[config.mk]
export PLATFORM = sky130hd
export DESIGN_NAME = bit_serializer
export DESIGN_NICKNAME = d
export VERILOG_FILES = /design/src/rtl/bit_serializer_pkg.sv /design/src/rtl/bit_serializer_word_hold_reg.sv /design/src/rtl/bit_serializer.sv
export SDC_FILE = /design/constraint.sdc
export NUM_CORES = 1
export LEC_CHECK = 0
export ABC_CLOCK_PERIOD_IN_PS = 3000
export CAP_MARGIN = 20
export CORE_UTILIZATION = 25
export CTS_CLUSTER_DIAMETER = 120
export DETAILED_ROUTE_END_ITERATION = 10
export GPL_TIMING_DRIVEN = 0
export PLACE_DENSITY_LB_ADDON = 0.08
export SETUP_SLACK_MARGIN = 0.2
export SYNTH_ARGS = -nofsm -noshare
export SYNTH_HDL_FRONTEND = slang
export SYNTH_HIERARCHICAL = 1
export SYNTH_SLANG_ARGS = --single-unit
[constraint.sdc]
create_clock -name clk -period 3 [get_ports clk]
set_input_delay 0.75 -clock clk [delete_from_list [all_inputs] [get_ports clk]]
set_output_delay 0.75 -clock clk [all_outputs]
set_load 0.01 [all_outputs]
[src/rtl/bit_serializer_pkg.sv]
// Shared types and constants for the bit_serializer front end.
package ser_pkg;

  typedef enum logic {
    IDLE  = 1'b0,
    SHIFT = 1'b1
  } state_e;

  localparam int unsigned DEFAULT_WIDTH = 8;

  localparam bit MSB_FIRST_ORDER = 1'b1;
  localparam bit LSB_FIRST_ORDER = 1'b0;

endpackage

[src/rtl/bit_serializer_word_hold_reg.sv]
// One-word pending buffer; a write in the same cycle as a read keeps it full.
module word_hold_reg
  import ser_pkg::*;
#(
  parameter int unsigned WIDTH = DEFAULT_WIDTH
) (
  input  logic             clk,
  input  logic             reset,
  input  logic             wr_en,
  input  logic [WIDTH-1:0] wr_data,
  input  logic             rd_en,
  output logic [WIDTH-1:0] rd_data,
  output logic             full
);

  logic [WIDTH-1:0] data_q, data_d;
  logic             full_q, full_d;

  always_comb begin
    data_d = data_q;
    full_d = full_q;
    if (rd_en) begin
      full_d = 1'b0;
    end
    if (wr_en) begin
      data_d = wr_data;
      full_d = 1'b1;
    end
  end

  always_ff @(posedge clk or posedge reset) begin
    if (reset) begin
      data_q <= '0;
      full_q <= 1'b0;
    end else begin
      data_q <= data_d;
      full_q <= full_d;
    end
  end

  assign rd_data = data_q;
  assign full    = full_q;

endmodule

[src/rtl/bit_serializer.sv]
// Parallel-to-serial converter: valid/ready word input, one bit per clock out,
// with a one-word pending buffer so back-to-back words stream without gaps.
module bit_serializer
  import ser_pkg::*;
#(
  parameter int unsigned WIDTH     = DEFAULT_WIDTH,
  parameter bit          MSB_FIRST = MSB_FIRST_ORDER,
  parameter bit          IDLE_BIT  = 1'b0
) (
  input  logic             clk,
  input  logic             reset,
  input  logic [WIDTH-1:0] in_data,
  input  logic             in_valid,
  output logic             in_ready,
  output logic             serial_out,
  output logic             serial_valid,
  output logic             word_start,
  output logic             word_done,
  output logic             busy
);

  localparam int unsigned    CNT_W       = $clog2(WIDTH);
  localparam logic [CNT_W-1:0] LAST_CNT  = CNT_W'(WIDTH - 1);
  localparam bit             SHIFT_RIGHT = (MSB_FIRST == LSB_FIRST_ORDER);

  state_e           state_q, state_d;
  logic [CNT_W-1:0] cnt_q, cnt_d;
  logic [WIDTH-1:0] shift_reg_q, shift_reg_d;

  logic             pend_full;
  logic             pend_wr_en;
  logic             pend_rd_en;
  logic [WIDTH-1:0] pend_data;

  logic transfer_c;
  logic last_bit_c;
  logic shifter_free_c;

  assign transfer_c     = in_valid && !pend_full;
  assign last_bit_c     = (state_q == SHIFT) && (cnt_q == LAST_CNT);
  assign shifter_free_c = (state_q == IDLE) || last_bit_c;

  word_hold_reg #(
    .WIDTH (WIDTH)
  ) u_hold (
    .clk     (clk),
    .reset   (reset),
    .wr_en   (pend_wr_en),
    .wr_data (in_data),
    .rd_en   (pend_rd_en),
    .rd_data (pend_data),
    .full    (pend_full)
  );

  // State register
  always_ff @(posedge clk or posedge reset) begin
    if (reset) begin
      state_q     <= IDLE;
      cnt_q       <= '0;
      shift_reg_q <= '0;
    end else begin
      state_q     <= state_d;
      cnt_q       <= cnt_d;
      shift_reg_q <= shift_reg_d;
    end
  end

  // Next state: pending word has priority over a fresh input word when the shifter frees up
  always_comb begin
    state_d     = state_q;
    cnt_d       = cnt_q;
    shift_reg_d = shift_reg_q;
    pend_wr_en  = 1'b0;
    pend_rd_en  = 1'b0;
    if (shifter_free_c) begin
      if (pend_full) begin
        state_d     = SHIFT;
        cnt_d       = '0;
        shift_reg_d = pend_data;
        pend_rd_en  = 1'b1;
        pend_wr_en  = transfer_c;
      end else if (transfer_c) begin
        state_d     = SHIFT;
        cnt_d       = '0;
        shift_reg_d = in_data;
      end else begin
        state_d = IDLE;
      end
    end else begin
      pend_wr_en  = transfer_c;
      cnt_d       = cnt_q + CNT_W'(1);
      shift_reg_d = SHIFT_RIGHT ? {1'b0, shift_reg_q[WIDTH-1:1]}
                                : {shift_reg_q[WIDTH-2:0], 1'b0};
    end
  end

  // Outputs decoded from registered state only
  always_comb begin
    serial_out   = IDLE_BIT;
    serial_valid = 1'b0;
    word_start   = 1'b0;
    word_done    = 1'b0;
    if (state_q == SHIFT) begin
      serial_out   = SHIFT_RIGHT ? shift_reg_q[0] : shift_reg_q[WIDTH-1];
      serial_valid = 1'b1;
      word_start   = (cnt_q == '0);
      word_done    = last_bit_c;
    end
  end

  assign busy     = (state_q == SHIFT) || pend_full;
  assign in_ready = !pend_full;

endmodule

==> impl_metrics.ini, run 1 <==
[outcome]
status = completed

[drt]
drt_first_pass_iters = 4
drcViolationCount = 0
top_layer = met4
met3_length_um = 62
drtAntennaViolNets = 0
first_iter_violations = 15
wl_mm = 2.23
vias_per_cell = 4.50
wl_met2_mm = 1.09
wl_met1_mm = 1.06
routed-via-count = 716
routedWlPerCell_um = 14.0

[sta]
min_period_ns = 2.48
clock_skew_ns = 0.00115
fmax_mhz = 404
final-setup-viol-count = 0
fin_tns_setup_ns = 0
hold_viol = 0
fin_crit_sh = 0.826
worstMarginPinSlew_ns = 0.481
fin_hold_ws_ns = 0.514
max_slew_margin = 0.679
rsz0062_at_grt = no
finalWorstSetupSlack_ns = 0.523
drv_slew = 0

[setup_path]
cp_cell_sequence = buf_2, or2_1, clkdlybuf4s50_1
critPathSlowestCell = dfrtp_1
critPathMaxStageDelay_ns = 0.52
path_class = reg -> out
cp_max_fo = 10
rr_worst_depth = 7
cp.required_ns = 2.25
cp.arrival_ns = 1.73
cp-end-kind = primary output
cp-start-kind = register

[logic_synthesis]
ys_ff_latch = 21
syn-num-nets = 104
syn-instance-count = 90
yosys_warnings = 6
synthArstFlopShare = 1.00
synth_edf_count = 0
synth_area_mm2 = 0.00106
ys_seq_area_frac = 0.498
ys_types = 22
avgSynthCellArea_um2 = 11.7
synth_flop_cell = dfrtp_1

[clocking]
cts_root_buffer = clkbuf_8
htreeDepth = 1
clock-sinks = 21
cts_buffer_depth = 2
ctsResizeCount = 0
cts_made_buffers = 3
cts_tree = done
post_cts_buffers = 0
insertion_delay_ns = 0.26
ctsHoldBuffers = 0
clk_pin_slew_ns = 0.08

[die]
die-width_um = 67.0
fp-row-count = 23
core-area_mm2 = 0.00403
ios = 17
initial_core_util = 0.262
die_h_um = 67.0
dieArea_mm2 = 0.00449

[cells_and_area]
drive_above_1_share = 0.211
num_antenna_cells = 0
nNetsFinal = 124
area_growth_pct = 24.4
stdcell_count = 159
nFillCells = 436

[pwr]
combPwrFrac = 0.426
ir_drop_uv = 292
p_int_uw = 803
power_leakage_uw = 0.000587
p_seq_frac = 0.416
power.switching_fraction = 0.318
power.density_mw_per_mm2 = 896
p_sw_uw = 374
clkPwrFrac = 0.157

[grt]
track_usage = 0.115
grt_first_pass_wirelength_mm = 3.62
grt_pass1_vias = 722
antenna_found_initial = 0
grt_max_degree = 13
overflow = 0

[place]
place_inst = 155
hpwl_mm = 1.55
post-place-ws_ns = 0.761
gp_congestion = 0.685
portBuffers = 15

[run]
cap_violations = 0

[worst_hold_path]
hold_depth = 1
hp-class = reg -> reg
through the flow:
step,utilization,cell area [um2],power (uW)
5_1_grt,0.326,1310,1270
6_report,0.326,1310,1180
4_1_cts,0.326,1310,1210
3_5_place_dp,0.315,1270,1010
2_1_floorplan,-,1060,854
3_3_place_gp,0.315,1270,999
area by class of cell:
class / instances / area, um2 / area share
Inverter: 7 / 26.3 / 0.0200
Multi-Input combinational cell: 56 / 459 / 0.350
Tap cell: 50 / 62.6 / 0.0476
Sequential cell: 21 / 526 / 0.400
Buffer: 6 / 45.0 / 0.0343
Timing Repair Buffer: 15 / 150 / 0.114
Clock buffer: 4 / 45.0 / 0.0343
kinds of logic after synthesis:
family / synth area share
compound gates: 0.129
fa+ha+maj: 0.0355
buf+inv: 0.0675
flops: 0.498
mux: 0.135
simple gates: 0.135
placed cells by master (no fill, tap or decap), types with 3 or more instances in the layout:
master and count:
a221o_1 7, clkbuf_8 3, a21oi_1 8, nand3b_1 7, ha_1 3, nand2_1 10, clkdlybuf4s50_1 15, inv_1 5
dfrtp_1 21, buf_2 3, mux2_4 8
synthesized netlist by cell type, types with 2 or more instances:
| library cell | count | area (um2) |
|---|---|---|
| inv_2 | 2 | 7.51 |
| a21oi_1 | 8 | 40.0 |
| and2_1 | 2 | 12.5 |
| buf_6 | 2 | 22.5 |
| inv_1 | 5 | 18.8 |
| nand3b_1 | 7 | 52.6 |
| dfrtp_1 | 21 | 526 |
| buf_2 | 3 | 15.0 |
| nor2_1 | 2 | 7.51 |
| a22o_1 | 2 | 17.5 |
| nand2_1 | 10 | 37.5 |
| ha_1 | 3 | 37.5 |
| mux2_4 | 8 | 120 |
| a221o_1 | 7 | 70.1 |
power by group through the flow:
stage / combinational [uW] / clock, uW / sequential, uW
after global routing: 554 / 210 / 509
final: 502 / 185 / 490
after detailed placement: 508 / 0 / 498
after global placement: 505 / 0 / 494
after floorplan: 386 / 0 / 469
after CTS: 511 / 201 / 493
sequential cells by signal (all words and copies together) (netlist names):
signal and flops:
u_hold/rd_data 8, u_hold/full 1, cnt_q 3, state_q 1
shift_reg_q 8
worst max-delay path: cells and delay by family (launching register included):
family	cells	cell delay (ns)
and+or+nand+nor	1	0.13
DFF	1	0.52
buffers and inverters	2	0.81
routing by layer:
layer,vias up,global-route usage
met5,-,0
met2,10,0.183
met4,0,0.0559
li1,353,-
met1,351,0.147
met3,2,0.0205
worst paths after layout:
path                              startpoint                end  slack [ns]
max                              u_hold/full               busy        0.52
min                        u_hold/rd_data[5]  u_hold/rd_data[5]        0.51
max reg2reg                         cnt_q[0]  u_hold/rd_data[5]        0.92
min reg2reg                u_hold/rd_data[5]  u_hold/rd_data[5]        0.51
max in group asynchronous              reset     shift_reg_q[6]        1.83
min in group asynchronous              reset  u_hold/rd_data[0]        0.82
Power figures use the tool's default switching activity.
==> run 2, diff against run 1 <==
- ABC_CLOCK_PERIOD_IN_PS: 3000 -> 2090
- clock period: 3 -> 2.09 ns (I/O delays scaled with it)
==> run 2 against run 1 <==
Effect of this change:
- combinational power up 78%
- design area up 7.4%
- critical path depth up 4
- final cell count up 5.7%
- setup slack worse by 0.29 ns
- sequential share of layout area down 2.7 points
- non-clock buffer count up 9
- power up 57%
- core utilization up 2.4 points
- sequential cell count unchanged
- largest power group unchanged
- highest routed layer is now met3
==> impl_metrics.ini, run 2 (same netlist as run 1, synthesis figures left out) <==
[pwr]
power_leakage_uw = 0.000639
power.density_mw_per_mm2 = 1310
p_total_uw = 1850
clkPwrFrac = 0.147
p_sw_uw = 602
p_int_uw = 1250
power.switching_fraction = 0.326
combPwrFrac = 0.482
ir_drop_uv = 562
p_seq_frac = 0.371

[drt]
wl_mm = 2.54
routed-via-count = 771
first_iter_violations = 29
drcViolationCount = 0
routedWlPerCell_um = 15.1
drt_first_pass_iters = 4
drtAntennaViolNets = 0
vias_per_cell = 4.59

[setup_path]
cp_num_buf_inv = 2
cp_top_family = simple AND/OR/NAND/NOR gates
rr_endpoint = u_hold/rd_data[1]
cp_max_fo = 5
cp_cell_sequence = ha_2, ha_4, and2b_4, buf_6, and3_4, buf_8, mux2_4
rr_worst_depth = 7
critPathSlowestCell = dfrtp_1
critPathMaxStageDelay_ns = 0.39
cp_num_cells = 7
reg2reg_slack_ns = 0.24
cp-start-kind = register
startpoint = cnt_q[1]
cp.arrival_ns = 2.00
reg2reg_from = cnt_q[1]
cp.required_ns = 2.24
critPathCapture = u_hold/rd_data[1]
path_class = reg -> reg
cp-end-kind = register

[place]
hpwl_mm = 1.52
portBuffers = 15
gp_congestion = 0.677

[die]
initial_core_util = 0.262
die-width_um = 67.0
core-area_mm2 = 0.00403
dieArea_mm2 = 0.00449
fp-row-count = 23
die_h_um = 67.0
ios = 17

[worst_hold_path]
hp-start = shift_reg_q[7]
hp-class = reg -> reg

[grt]
track_usage = 0.125
antenna_found_initial = 0
grt_first_pass_wirelength_mm = 3.97
grt_pass1_vias = 779
grt_max_degree = 13
overflow = 0

[clocking]
clock-sinks = 21
cts_made_buffers = 3
cts_root_buffer = clkbuf_8
htreeDepth = 1
insertion_delay_ns = 0.26
ctsHoldBuffers = 0
cts_buffer_depth = 2
clk_pin_slew_ns = 0.08
cts_tree = done

[cells_and_area]
nFillCells = 426
nNetsFinal = 133
final_common_cell = dfrtp_1
num_antenna_cells = 0
drive_above_1_share = 0.331
final_core_util = 0.350
area_growth_pct = 33.6
mostFrequentLayoutCells = dfrtp_1 (20), clkdlybuf4s50_1 (11), buf_4 (10), nand2_1 (10)

[sta]
drv_slew = 0
hold_viol = 0
fmax_mhz = 539
fin_tns_setup_ns = 0
worstMarginPinSlew_ns = 0.452
min_period_ns = 1.85
max_slew_margin = 0.698
fin_hold_ws_ns = 0.511
rsz0062_at_grt = yes
clock_skew_ns = 0.00243
final-setup-viol-count = 0
fin_crit_sh = 0.887

[outcome]
status = completed

[run]
cap_violations = 0
==> run 2: final cells by class <==
| type | count | area (um2) | share of cell area |
|---|---|---|---|
| clock inverter | 1 | 5.00 | 0.00355 |
| tap | 50 | 62.6 | 0.0443 |
| sequential | 21 | 527 | 0.373 |
| buffer | 6 | 57.6 | 0.0408 |
| clock buffer | 3 | 41.3 | 0.0293 |
| inverter | 7 | 26.3 | 0.0186 |
| timing repair buffer | 24 | 213 | 0.151 |
| multi-input combinational | 56 | 479 | 0.340 |
==> run 2: what timing repair did <==
| action | CTS | global route |
|---|---|---|
| gates resized for setup | 16 | 4 |
| cloned | 1 | 0 |
| buffers inserted | 6 | 2 |
| setup endpoints to repair | 13 | 10 |
| pin swaps | 0 | 1 |
==> run 2: worst min path at each step <==
stage / slack [ns] / depth (start not counted) / end
after floorplan: 0.35 / 1 / u_hold/full
after global placement: 0.49 / 1 / shift_reg_q[7]
after detailed placement: 0.49 / 1 / u_hold/rd_data[3]
after CTS: 0.52 / 1 / shift_reg_q[7]
after global routing: 0.53 / 1 / shift_reg_q[6]
final: 0.51 / 1 / shift_reg_q[7]
==> run 2: power by group through the flow <==
stage                     Clock, uW  Sequential, uW  Combinational, uW
after floorplan                   0             673                558
after global placement            0             710                734
after detailed placement          0             710                745
after CTS                       285             679                862
after global routing            299             711                977
final                           271             686                893
==> run 2: per-stage QoR <==
stage          instances  area (um2)  worst slack, ns
6_report             168        1410            0.236
5_1_grt              168        1410            0.163
4_1_cts              166        1380           0.0191
3_5_place_dp         155        1270           0.0494
3_3_place_gp         155        1270           0.0575
2_1_floorplan         90        1060            0.223
==> run 2: metal layers <==
metal / share of wire / track usage / vias to the layer above
met5: 0 / 0 / -
met4: 0 / 0.0239 / 0
met3: 0.040 / 0.0411 / 0
met2: 0.49 / 0.192 / 16
met1: 0.47 / 0.171 / 382
li1: - / - / 373
==> run 2: worst register-to-register path, cell delays in order, from the launching register on <==
cell,delay (ns)
dfrtp_1,0.39
ha_2,0.21
ha_4,0.15
and2b_4,0.25
buf_6,0.10
and3_4,0.21
buf_8,0.13
mux2_4,0.30
